## src/rtl/div_sequencer.sv

```systemverilog
// Multi-cycle radix-2 restoring divider (DIV/DIVU) with its own control FSM.
// Optional build macro: DIV_EARLY_OUT_EN skips iteration when |dividend| < |divisor|.
module div_sequencer #(
    parameter int WIDTH = 32,
    parameter int CNT_W = 6
) (
    input  logic                 clk,
    input  logic                 resetn,
    input  logic                 start,
    input  logic                 signed_div,
    input  logic                 annul,
    input  logic [WIDTH-1:0]     opdata1,
    input  logic [WIDTH-1:0]     opdata2,
    output logic [2*WIDTH-1:0]   result,
    output logic                 ready,
    output logic                 busy
);

    typedef enum logic [1:0] {S_IDLE, S_ZERO, S_ON, S_END} state_t;

    state_t                 state_q, state_d;
    logic [CNT_W-1:0]       cnt_q, cnt_d;
    logic [WIDTH-1:0]       rem_q, rem_d;
    logic [WIDTH-1:0]       dvd_q, dvd_d;
    logic [WIDTH-1:0]       dsr_q, dsr_d;
    logic                   negq_q, negq_d;
    logic                   negr_q, negr_d;
    logic [2*WIDTH-1:0]     result_q, result_d;
    logic                   ready_q, ready_d;

    logic [WIDTH-1:0]       a_mag, b_mag;
    logic [WIDTH:0]         trial;
    logic [WIDTH-1:0]       step_rem, step_quo;

    // Applies the signed correction to raw magnitudes: {remainder, quotient}.
    function automatic logic [2*WIDTH-1:0] fixup(input logic [WIDTH-1:0] q,
                                                 input logic [WIDTH-1:0] r,
                                                 input logic nq,
                                                 input logic nr);
        logic [WIDTH-1:0] qf, rf;
        qf = nq ? (~q + 1'b1) : q;
        rf = nr ? (~r + 1'b1) : r;
        return {rf, qf};
    endfunction

    always_comb begin
        a_mag = (signed_div && opdata1[WIDTH-1]) ? (~opdata1 + 1'b1) : opdata1;
        b_mag = (signed_div && opdata2[WIDTH-1]) ? (~opdata2 + 1'b1) : opdata2;

        // The top bit of trial is the borrow of the shifted trial subtraction.
        trial    = {rem_q, dvd_q[WIDTH-1]} - {1'b0, dsr_q};
        step_rem = trial[WIDTH] ? {rem_q[WIDTH-2:0], dvd_q[WIDTH-1]} : trial[WIDTH-1:0];
        step_quo = {dvd_q[WIDTH-2:0], ~trial[WIDTH]};
    end

    always_comb begin
        state_d  = state_q;
        cnt_d    = cnt_q;
        rem_d    = rem_q;
        dvd_d    = dvd_q;
        dsr_d    = dsr_q;
        negq_d   = negq_q;
        negr_d   = negr_q;
        result_d = result_q;
        ready_d  = 1'b0;

        case (state_q)
            S_IDLE: begin
                if (start && !annul) begin
                    negq_d = signed_div & (opdata1[WIDTH-1] ^ opdata2[WIDTH-1]);
                    negr_d = signed_div & opdata1[WIDTH-1];
                    dvd_d  = a_mag;
                    dsr_d  = b_mag;
                    rem_d  = '0;
                    cnt_d  = '0;
                    if (opdata2 == '0) begin
                        dvd_d   = '0;
                        state_d = S_ZERO;
                    end
`ifdef DIV_EARLY_OUT_EN
                    else if (a_mag < b_mag) begin
                        // Quotient is zero; the dividend becomes the remainder.
                        rem_d   = a_mag;
                        dvd_d   = '0;
                        state_d = S_ZERO;
                    end
`endif
                    else begin
                        state_d = S_ON;
                    end
                end
            end
            S_ZERO: begin
                state_d  = S_END;
                result_d = fixup(dvd_q, rem_q, negq_q, negr_q);
                ready_d  = 1'b1;
            end
            S_ON: begin
                rem_d = step_rem;
                dvd_d = step_quo;
                cnt_d = cnt_q + CNT_W'(1);
                if (cnt_q == CNT_W'(WIDTH - 1)) begin
                    state_d  = S_END;
                    result_d = fixup(step_quo, step_rem, negq_q, negr_q);
                    ready_d  = 1'b1;
                end
            end
            default: begin
                state_d = S_IDLE;
            end
        endcase

        if (annul && state_q != S_IDLE) begin
            state_d  = S_IDLE;
            result_d = result_q;
            ready_d  = 1'b0;
        end
    end

    always_ff @(posedge clk or negedge resetn) begin
        if (!resetn) begin
            state_q  <= S_IDLE;
            cnt_q    <= '0;
            rem_q    <= '0;
            dvd_q    <= '0;
            dsr_q    <= '0;
            negq_q   <= 1'b0;
            negr_q   <= 1'b0;
            result_q <= '0;
            ready_q  <= 1'b0;
        end else begin
            state_q  <= state_d;
            cnt_q    <= cnt_d;
            rem_q    <= rem_d;
            dvd_q    <= dvd_d;
            dsr_q    <= dsr_d;
            negq_q   <= negq_d;
            negr_q   <= negr_d;
            result_q <= result_d;
            ready_q  <= ready_d;
        end
    end

    // A flush arriving during END suppresses the result handshake at once.
    assign ready  = ready_q & ~annul;
    assign result = result_q;
    assign busy   = (state_q != S_IDLE);

endmodule

```

## config.mk

```make
export PLATFORM = sky130hd
export DESIGN_NAME = div_sequencer
export DESIGN_NICKNAME = d
export VERILOG_FILES = /design/src/rtl/div_sequencer.sv
export SDC_FILE = /design/constraint.sdc
export NUM_CORES = 1
export LEC_CHECK = 0
export BUFFER_PORTS_ARGS = -buffer_cell sky130_fd_sc_hd__buf_4
export CELL_PAD_IN_SITES_DETAIL_PLACEMENT = 1
export CELL_PAD_IN_SITES_GLOBAL_PLACEMENT = 2
export CORE_ASPECT_RATIO = 1.4
export CORE_MARGIN = 4
export CORE_UTILIZATION = 36
export CTS_CLUSTER_DIAMETER = 150
export DETAILED_ROUTE_END_ITERATION = 8
export HOLD_SLACK_MARGIN = 0.06
export MAX_ROUTING_LAYER = met4
export PLACE_DENSITY_LB_ADDON = 0.08
export RECOVER_POWER = 50
export SLEW_MARGIN = 0
export SYNTH_ARGS = -nofsm -noshare
export SYNTH_HDL_FRONTEND = slang
export SYNTH_SLANG_ARGS = --single-unit
```

## constraint.sdc

```tcl
create_clock -name clk -period 6.6 [get_ports clk]
set_input_delay 0.99 -clock clk [delete_from_list [all_inputs] [get_ports clk]]
set_output_delay 0.99 -clock clk [all_outputs]
set_load 0.01 [all_outputs]
```

# After elaboration in Yosys (flattened, before gate mapping)
# Index checks and enable logic that the tools add are counted.
# word_totals
regBits	171
inputBits	69
wordCells	75
# classes
add_sub_neg	8
eq_ne	7
mux	24
bitwise	13
n_reduce_logical	14
# ops
cell	count
two-way mux 32 bit	10
adder 32 x 1 -> 32 bit, second input constant	6
inverter 32 bit	6
one-hot mux 32 bit (2 select lines)	2
one-hot mux 64 bit (2 select lines)	1
two-way mux 64 bit	1
subtractor 33 x 32 -> 33 bit	1
zero test 32 bit	1
one-hot mux 6 bit (2 select lines)	1
two-way mux 2 bit	4
adder 6 x 1 -> 6 bit, second input constant	1
== test 6 x 5 -> 1 bit, second input constant	1
two-way mux 6 bit	1
!= test 3 bit, second input constant	2
one-hot mux 2 bit (3 select lines)	1
AND reduction 2 bit	3
nonzero test 2 bit	3
logical AND 1 bit	4
!= test 2 bit, second input constant	2
AND 1 bit	3
inverter 1 bit	3
AND reduction 3 bit	1
== test 2 x 1 -> 1 bit, second input constant	1
== test 2 bit, second input constant	1
other kinds (5)	6

# Logic depth before layout (Yosys ltp)
# depth
depth_word	7
mapped_depth	25
depth_no_buf	22

# Worst setup path before layout
# No wires, ideal clock.
# synth_timing
path_type	register to register
start	register dvd_q[31]
end	register result_q[60] (netlist: result[60])
setup_ns	0.129
arrival_ns	4.761
required_time_ns	6.471
setup_slack_ns	1.710
path_stages_with_launch	25
path_buffers	3
period_less_slack_ns	4.890
path_cell_list	dfrtp_1 -> inv_1 -> ha_1 -> inv_1 -> fa_1 -> a211oi_2 -> o211ai_2 -> nand3_2 -> a2111o_1 -> a31o_1 -> nand2_2 -> buf_4 -> buf_2 -> buf_2 -> nand2_1 -> o21ai_0 -> ha_1 -> o2111ai_1 -> or4_1 -> nor3_1 -> and4b_1 -> o21ai_1 -> o21ai_1 -> xnor2_1 -> o21ai_1
# synth_between
elab_chain_cells	7
# synth_rtl
element	line_no	source
from (decl)	24	logic [WIDTH-1:0] dvd_q, dvd_d;
from (signal assigned)	135	dvd_q <= dvd_d;
subtractor 33 x 32 -> 33 bit	51	trial = {rem_q, dvd_q[WIDTH-1]} - {1'b0, dsr_q};
two-way mux 32 bit (*)	52	step_rem = trial[WIDTH] ? {rem_q[WIDTH-2:0], dvd_q[WIDTH-1]} : trial[WIDTH-1:0];
inverter 32 bit	42	rf = nr ? (~r + 1'b1) : r;
adder 32 x 1 -> 32 bit	42	
two-way mux 32 bit (*)	42	
two-way mux 64 bit (*)	102	if (cnt_q == CNT_W'(WIDTH - 1)) begin
one-hot mux 64 bit (2 select lines) (*)	67	case (state_q)
to (signal assigned)	139	result_q <= result_d;
to (decl)	28	logic [2*WIDTH-1:0] result_q, result_d;
# Mark *: on every way between the ends. The rest lies on a longest branch, timed or not. The select of a mux whose other input is x is not followed.
# A chain may end at the register's enable or synchronous reset.

# Worst setup path after layout
# Ends and elaborated chain as after synthesis.

==> impl_metrics.toml <==
[status]
status = "finished with violations"
violations = "capacitance limit, slew limit"

[drt]
vias_per_cell = 5.62
wl_per_cell_um = 21.9
dr.pass1.iters = 5
first_iter_violations = 752
antenna_left = 0
wl_mm = 53.9
num_vias = 13827
drc = 0

[yosys]
synth_cell_types = 83
yosysWarnings = 0
synth_edf_count = 0
synth_area_um2 = 14100
synth.net_count = 1991
synth_seq_area_share_pct = 30.3
async_reset_ff_share_pct = 100
ys.flop_type = "dfrtp_1"
synthCells = 1878
synth-seq-cells = 171
syn_avg_cell_area_um2 = 7.53

[min_path]
min_to = "result[9]$_DFFE_PN0P_"
hold_path_class = "flip-flop to flip-flop"
hp-start = "result[9]$_DFFE_PN0P_"
hold_path_depth = 2

[sta]
hold_slack_ns = 0.478
finalCritPeriodShare_pct = 81.5
timing.fmax_mhz = 186
setup_viol = 0
finalHoldViolations = 0
period_minus_slack_ns = 5.38
rsz0062_at_grt = "false"
maxSlewViolCount = 118
finClkSkew_ns = 0.00920
max-slew-margin-rel_pct = -208
tightest_slew_ns = 4.62
tns_ns = 0

[finish]
finalNetCount = 2037
areaGrowthSynthToFinish_pct = 12.3
final_cell_mix = "273 x nand2_1, 200 x o21ai_0, 179 x nor2_1"
drive_above_1_share_pct = 7.85
final_util_pct = 41.1
n_antenna_cell = 0
layout_commonest_cell = "nand2_1"

[cts]
ctsRootBufferMaster = "clkbuf_16"
ctsHoldBuffers = 0
htreeDepth = 4
cts_buffers = 17
cts_tree = "yes"
cts_setup_buffers = 0
clk_pin_slew_ns = 0.07
clockBufferDepth = 2
clk_latency_ns = 0.47
ctsResizeCount = 0
cts_num_sinks = 171

[floorplanning]
die_w_um = 175
ioPinCount = 135
core.rowCount = 85
start_util_pct = 36.6
core_area_um2 = 38600
die-area_um2 = 42500
die_h_um = 242

[worst_setup_path]
crit_fanout = 12
arrival_ns = 5.72
worstReg2RegStart = "dvd_q[31]$_DFFE_PN0P_"
crit_path_frequent_cell = "o21ai_1"
cp-start-kind = "flip-flop"
reg2reg_depth = 22
ff2ff_setup_slack_ns = 1.22
critPathKind = "flip-flop to flip-flop"
cp_slowest_cell = "or4_1"
path_cells = "inv_1 > ha_1 > inv_1 > fa_1 > a211oi_2 > o211ai_2 > nand3_2 > a2111o_1 > nand4_1 > buf_4 > nand2_2 > o21ai_0 > ha_1 > o2111ai_1 > or4_1 > nor3_1 > buf_4 > and4b_1 > o21ai_1 > o21ai_1 > xnor2_1 > o21ai_1"
crit_buf_inv = 4
required_ns = 6.94
critPathCaptureType = "flip-flop"
crit_path_max_incr_delay_ns = 0.60
path_delay_family = "compound AO/OA/AOI/OAI gates"
r2r-end = "result[60]$_DFFE_PN0P_"

[place]
dpl.hpwl_mm = 41.8
portBuffers = 134
gp_congestion = 0.929

[power]
cellPowerDensity_nw_per_um2 = 658
ir_worst_vdd_v = 0.000289
cellLeakagePower_nw = 6.52

[grt]
grt.total_usage_pct = 25.5
antenna_found_initial = 1
grt-ovfl-total = 0
grt_pass1_wl_mm = 82.6
grt_max_degree = 112
first_global_vias = 14322

[flow_run]
maxCapViolations = 2
==> Yosys cell counts, drive strengths merged (6+ instances only) <==
master  count  area (µm²)
nand2     276        1040
o21ai     224        1120
nor2      179         672
dfrtp     171        4280
a21oi     161         821
xnor2     108         946
clkbuf    102         383
xor2       89         780
nor3       66         353
inv        61         229
ha         43         538
mux2i      31         310
buf        29         149
o31ai      28         210
nand3      27         140
nor4       26         175
nand4      19         125
or3        19         119
a31oi      16         100
a221oi     15         138
nand2b     15        93.8
a22oi      14         105
or4        14         105
a21o       10        75.1
and2       10        62.6
a211oi      9        72.6
o41ai       9        86.3
o211ai      8        65.1
o21a        8        60.1
nand3b      7        52.6
nor3b       6        50.1
o31a        6        52.6
==> layer usage <==
| layer | part of all wire, % | up-vias | track usage, % | wire (µm) |
|---|---|---|---|---|
| met2 | 56 | 222 | 49.3 | 30100 |
| li1 | - | 6682 | - | - |
| met1 | 39 | 6846 | 26.6 | 20900 |
| met4 | 3.3 | 0 | 9.29 | 1780 |
| met5 | 0 | - | - | 0 |
| met3 | 2.1 | 77 | 2.08 | 1150 |
==> sequential cells by signal, indices dropped and copies added (netlist names) <==
register,flops
result,64
dsr_q,32
dvd_q,32
rem_q,32
cnt_q,6
state_q,2
negq_q,1
negr_q,1
ready_q,1
==> final cells by class <==
cell class / instances / area, µm²
clock buffer: 20 / 447
clock inverter: 12 / 180
fill: 4864 / 22700
inverter: 62 / 233
multi-input combinational: 1514 / 9140
sequential: 171 / 4280
tap: 522 / 653
timing repair buffer: 158 / 942
==> worst reg2reg max path, stage by stage, from the launching register on <==
cell and delay [ns]:
dfrtp_1 0.41, inv_1 0.10, ha_1 0.22, inv_1 0.07
fa_1 0.22, a211oi_2 0.10, o211ai_2 0.35, nand3_2 0.16
a2111o_1 0.49, nand4_1 0.12, buf_4 0.23, nand2_2 0.17
o21ai_0 0.37, ha_1 0.30, o2111ai_1 0.19, or4_1 0.60
nor3_1 0.22, buf_4 0.16, and4b_1 0.19, o21ai_1 0.16
o21ai_1 0.22, xnor2_1 0.14, o21ai_1 0.08
==> worst max path at each step <==
stage                     cells past startpoint             startpoint                      to
after floorplan                              24  dvd_q[31]$_DFFE_PN0P_  result[60]$_DFFE_PN0P_
after global placement                       22  dvd_q[31]$_DFFE_PN0P_  result[60]$_DFFE_PN0P_
after detailed placement                     22  dvd_q[31]$_DFFE_PN0P_  result[60]$_DFFE_PN0P_
after CTS                                    22  dvd_q[31]$_DFFE_PN0P_  result[60]$_DFFE_PN0P_
after global routing                          2                 resetn   dsr_q[29]$_DFFE_PN0P_
final                                        22  dvd_q[31]$_DFFE_PN0P_  result[60]$_DFFE_PN0P_
==> metrics by stage <==
step                setup slack, ns  power (mW)  cells  area, µm²
finish                         1.22        10.4   2459      15900
global route                  0.622        11.3   2459      15900
CTS                            1.25        10.6   2459      16100
detailed placement             1.28        9.47   2427      15500
global placement               1.44        9.35   2427      15500
floorplan                      1.71        7.08   1878      14100
==> cells by family after synthesis <==
family,synth area share (%)
AO/OA/AOI/OAI,23.1
XOR/XNOR,12.2
adder cells (fa/ha/maj),3.95
buffers and inverters,5.41
flip-flops,30.3
multiplexers,2.59
AND/OR/NAND/NOR,22.4
==> report_power, final <==
part	internal, mW	total [mW]	switching, mW
logic	2.48	7.15	4.67
clock network	0.620	1.13	0.509
registers	1.52	2.16	0.645
total	4.62	10.4	5.82
Note: power is estimated with default switching activity, not from simulation.
